--- src/rtl/nibble_serial_add_seq.sv ---
// Multi-precision add sequencer: drives an external 4-bit adder one nibble per cycle,
// chaining the carry through a register to build a W-bit sum.
`timescale 1ns/1ps
module nibble_serial_add_seq #(
  parameter int unsigned NIBBLES = 4,
  localparam int unsigned W = 4 * NIBBLES
) (
  input  logic         clk,
  input  logic         rst,
  input  logic         in_valid,
  output logic         in_ready,
  input  logic [W-1:0] op_a,
  input  logic [W-1:0] op_b,
  input  logic         op_cin,
  output logic [3:0]   add_a,
  output logic [3:0]   add_b,
  output logic         add_cin,
  input  logic [3:0]   add_s,
  input  logic         add_cout,
  output logic         out_valid,
  input  logic         out_ready,
  output logic [W-1:0] result,
  output logic         result_cout
);

  localparam int unsigned IW = (NIBBLES > 1) ? $clog2(NIBBLES) : 1;
  localparam logic [IW-1:0] LAST = IW'(NIBBLES - 1);

  typedef enum logic [1:0] {IDLE, RUN, DONE} state_t;

  state_t        state, state_nxt;
  logic [W-1:0]  a_reg, b_reg;
  logic          carry_reg;
  logic [IW-1:0] idx;

  always_ff @(posedge clk) begin
    if (rst) state <= IDLE;
    else     state <= state_nxt;
  end

  always_comb begin
    state_nxt = state;
    case (state)
      IDLE:    if (in_valid) state_nxt = RUN;
      RUN:     if (idx == LAST) state_nxt = DONE;
      DONE:    if (out_ready) state_nxt = IDLE;
      default: state_nxt = IDLE;
    endcase
  end

  // Nibble select is an explicit mux so no unused shifted bits are left behind.
  always_comb begin
    in_ready = (state == IDLE) && !rst;
    add_a    = '0;
    add_b    = '0;
    add_cin  = 1'b0;
    if (state == RUN) begin
      add_cin = carry_reg;
      for (int unsigned i = 0; i < NIBBLES; i++) begin
        if (idx == i[IW-1:0]) begin
          add_a = a_reg[4*i +: 4];
          add_b = b_reg[4*i +: 4];
        end
      end
    end
  end

  always_ff @(posedge clk) begin
    if (rst) begin
      a_reg       <= '0;
      b_reg       <= '0;
      carry_reg   <= 1'b0;
      idx         <= '0;
      result      <= '0;
      result_cout <= 1'b0;
      out_valid   <= 1'b0;
    end else begin
      case (state)
        IDLE: begin
          if (in_valid) begin
            a_reg     <= op_a;
            b_reg     <= op_b;
            carry_reg <= op_cin;
            idx       <= '0;
            result    <= '0;
          end
        end
        RUN: begin
          for (int unsigned i = 0; i < NIBBLES; i++) begin
            if (idx == i[IW-1:0]) result[4*i +: 4] <= add_s;
          end
          carry_reg <= add_cout;
          if (idx == LAST) begin
            result_cout <= add_cout;
            out_valid   <= 1'b1;
          end else begin
            idx <= idx + 1'b1;
          end
        end
        DONE: begin
          if (out_ready) out_valid <= 1'b0;
        end
        default: ;
      endcase
    end
  end

endmodule
--- config.mk ---
export PLATFORM = sky130hd
export DESIGN_NAME = nibble_serial_add_seq
export DESIGN_NICKNAME = d
export VERILOG_FILES = /design/src/rtl/nibble_serial_add_seq.sv
export SDC_FILE = /design/constraint.sdc
export NUM_CORES = 1
export LEC_CHECK = 0
export CORE_MARGIN = 2
export CORE_UTILIZATION = 40
export CTS_BUF_LIST = sky130_fd_sc_hd__clkbuf_4
export DETAILED_ROUTE_END_ITERATION = 6
export MAX_ROUTING_LAYER = met4
export PLACE_DENSITY = 0.71
export SLEW_MARGIN = 20
export SYNTH_ARGS = -nofsm -noshare
export SYNTH_HDL_FRONTEND = slang
export SYNTH_SLANG_ARGS = --single-unit
--- constraint.sdc ---
create_clock -name clk -period 1.8 [get_ports clk]
set_clock_uncertainty 0.1 [all_clocks]
set_input_delay 0.36 -clock clk [delete_from_list [all_inputs] [get_ports clk]]
set_output_delay 0.36 -clock clk [all_outputs]
set_load 0.005 [all_outputs]
==> key figures <==
Run status
  • Status: finished, violations left
  • Failing checks: negative setup slack

Hold path
  • Hold EP: a_reg[9]
  • Hold_sp: a_reg[9]
  • Hold depth: 2
  • HP Class: reg2reg

Synthesis
  • YS warnings: 0
  • Synthesis-stage register bit count: 55
  • Post-synth top area share: 44.4%
  • Sequential fraction of the synthesis area: 44.4%
  • Post-synth design cell area: roughly 2500 um2
  • Synth cell types: 30
  • Area leader, netlist: dfxtp_1
  • Synth Net Count: between 300 and 400
  • Synth area leaders: dfxtp_1, nand2_1, a21oi_1, mux2i_1, nand2b_1
  • Syn Area/Cell: between 8 and 9 um2
  • Cell count after synthesis: slightly below 300

Power and ir drop
  • Switching power share of the total: between 20% and 30%
  • Power Density: about 660 nW/um2
  • Psw: ~670 uW
  • Seq pwr share: a little under three fifths
  • LEAKAGE: approximately 0.0015 uW
  • Clock power frac: between 20% and 30%
  • Combinational power share: between 20 and 25%
  • Peak VDD IR: 0.335 mV
  • Internal Power: 1730 uW

Timing
  • Slew Viols, Final: 0
  • Slew headroom: a little under two thirds
  • Least-Margin Pin Slew: about 0.54 ns
  • Final setup fails: 8
  • Worst setup margin: -0.418 ns
  • Final period utilization: 123%
  • Tmin final: around 2.2 ns
  • Hold slack: between 0.3 and 0.4 ns
  • Peak Freq: approximately 0.45 GHz
  • Fin. Hold Viols: 0
  • RSZ-0062 raised after global routing: yes

Finish
  • Total Nets Final: between 400 and 500
  • Fill cells: around 520
  • Layout cells sized above 1: about 23%
  • Antenna fix cells: 0
  • Non-filler instance count after layout: 455
  • Area growth, synth to finish: 46.7%

Placed design
  • DP Cell Count: 440
  • PortBufs: 69
  • DPL Wire Length: ~4.5 mm
  • GP Congestion: 0.837

Clock network
  • Max Buffers Root-to-Sink: 2
  • TritonCTS clock tree: built
  • CTS H-tree depth: 2
  • Root Buffer: clkbuf_4
  • Inserted Clock Buffers: 5
  • Clk Latency, worst-skew pair: 0.37 ns
  • CTS clk-pin slew, worst paths: approximately 0.15 ns
  • Sink Count: between 50 and 60

Floorplan
  • Io pins: 70
  • Die ar.: approximately 7000 um2
  • Die height: 82.8 um
  • Starting density of the core: 41.7%
  • Core area: approximately 6000 um2
  • Die width: approximately 83 um
  • Rows: 28

Global route
  • Largest net degree at the start of global routing: 60
  • First-pass GRT wire length: 10.3 mm
  • Vias in the first global route: between 2000 and 2500
  • Remaining Overflow, GRT: 0
  • Initial antenna violation count: 0
  • GRT Total Usage: between 20 and 25%

Worst setup path
  • FF-to-FF Start: idx[0]
  • Arrival time worst endpoint: ~1.8 ns
  • Setup crit start kind: flip-flop
  • WS Path Type: reg2out
  • RR Endpoint: idx[1]
  • Worst setup EP type: output port
  • Crit path max fanout: 4
  • Register-to-Register Path Depth: 6
  • Reg2Reg Setup Slack: between 0.15 and 0.2 ns
  • Worst EP required: between 1 and 1.5 ns

Drt
  • Post-detailed-routing wire length: 6.35 mm
  • DR pass1 iterations: 4
  • Number of antenna-violating nets in the routed design: 0
  • DR WL/cell: roughly 14 um
  • Via count: 2280
  • Vias per cell: 5.01
  • DRC: 0
  • Starting DRT DRC Count: between 60 and 70

Job
  • Max-cap violation count: 0
-- cell type report --
class	count	area, um2	share of cell area (%)
Clock buffer	5	37.5	1.03
Clock inverter	3	15.0	0.412
Inverter	2	7.51	0.206
Multi-Input combinational cell	209	1420	38.9
Sequential cell	55	1110	30.5
Tap cell	75	93.8	2.58
Timing Repair Buffer	106	958	26.3
-- synthesized netlist by cell type --
cell	instances
nor3b_1	1
or3_1	1
o21ai_0	2
nand2b_1	19
nor4_1	1
nand2_1	69
nand3b_1	4
nor2_1	8
o41ai_1	8
clkbuf_1	10
a21oi_1	36
mux2i_1	16
inv_1	2
and2_1	1
nor2b_1	10
nor3_1	2
a21o_1	4
or3b_1	1
a2bb2oi_1	1
buf_2	6
nor4b_1	1
a31oi_1	1
dfxtp_1	55
nand3_1	9
clkbuf_2	1
a22oi_1	1
ha_1	4
nor3b_4	1
buf_6	8
a221oi_1	8
-- kinds of logic (layout without fill, tap and decap cells) --
kind of cell | after synthesis | after routing | synth area share, %
AOI/OAI and AO/OA | 61 | 61 | 15.4
adders and majority gates | 4 | 4 | 2.02
buffers and inverters | 27 | 116 | 6.86
DFF | 55 | 55 | 44.4
muxes | 16 | 16 | 6.45
and+or+nand+nor | 128 | 128 | 24.9
-- worst max-delay path: stages, from the launching register on --
cell      delay [ns]
dfxtp_4         0.40
inv_2           0.06
ha_4            0.16
nor2b_4         0.13
buf_6           0.13
a221oi_4        0.30
o41ai_2         0.09
buf_2           0.12
-- power groups by stage --
stage	clock, uW	combinational (uW)	sequential [uW]
4_1_cts	539	542	1330
5_1_grt	584	588	1330
3_5_place_dp	0	478	1350
2_1_floorplan	0	266	1340
6_report	526	540	1320
3_3_place_gp	0	470	1340
-- stage by stage --
stage	total power, uW	utilization [%]	TNS [ns]	cell area (um2)	worst slack, ns
finish	2390	61.2	-3.09	3640	-0.418
global route	2510	61.2	-3.75	3640	-0.494
CTS	2410	61.2	-3.15	3650	-0.422
detailed placement	1820	57.1	-6.81	3400	-0.564
global placement	1820	57.1	-5.35	3400	-0.473
floorplan	1600	-	0	2540	0.0233
-- placed cells by master (no fill, tap or decap), drive strengths merged --
cell / instances
ha: 4
clkinv: 3
mux2i: 16
nor4b: 1
a2bb2oi: 1
nor2: 8
clkdlybuf4s50: 58
nor3: 2
nor2b: 10
buf: 47
nor4: 1
and2: 1
o21ai: 2
nand2: 69
or3: 1
a21oi: 36
a21o: 4
inv: 2
nor3b: 2
a31oi: 1
nand3b: 4
a221oi: 8
o41ai: 8
or3b: 1
nand3: 9
a22oi: 1
clkbuf: 6
dfxtp: 55
nand2b: 19
-- worst max path at each step --
stage / from / end / slack (ns) / cells past startpoint
floorplan: idx[0] / add_a[0] / 0.02 / 6
global placement: idx[0] / add_a[3] / -0.47 / 5
detailed placement: idx[0] / add_a[1] / -0.56 / 5
CTS: idx[0] / add_a[1] / -0.42 / 7
global route: idx[0] / add_b[2] / -0.49 / 7
finish: idx[0] / add_a[1] / -0.42 / 7
-- timing repair --
action	4_1_cts	5_1_grt
pin swaps	2	0
gates resized for setup	76	4
setup buffers	7	1
hold buffers	0	0
endpoints found under the setup margin	14	11
-- routing by layer --
layer | part of all wire (%) | wire (um) | track usage (%)
met5 | 0 | 0 | -
met1 | 46 | 2910 | 24.8
met2 | 49 | 3140 | 34.2
met3 | 3.4 | 219 | 2.71
met4 | 1.3 | 80 | 6.89
(Power assumes the default switching activity.)
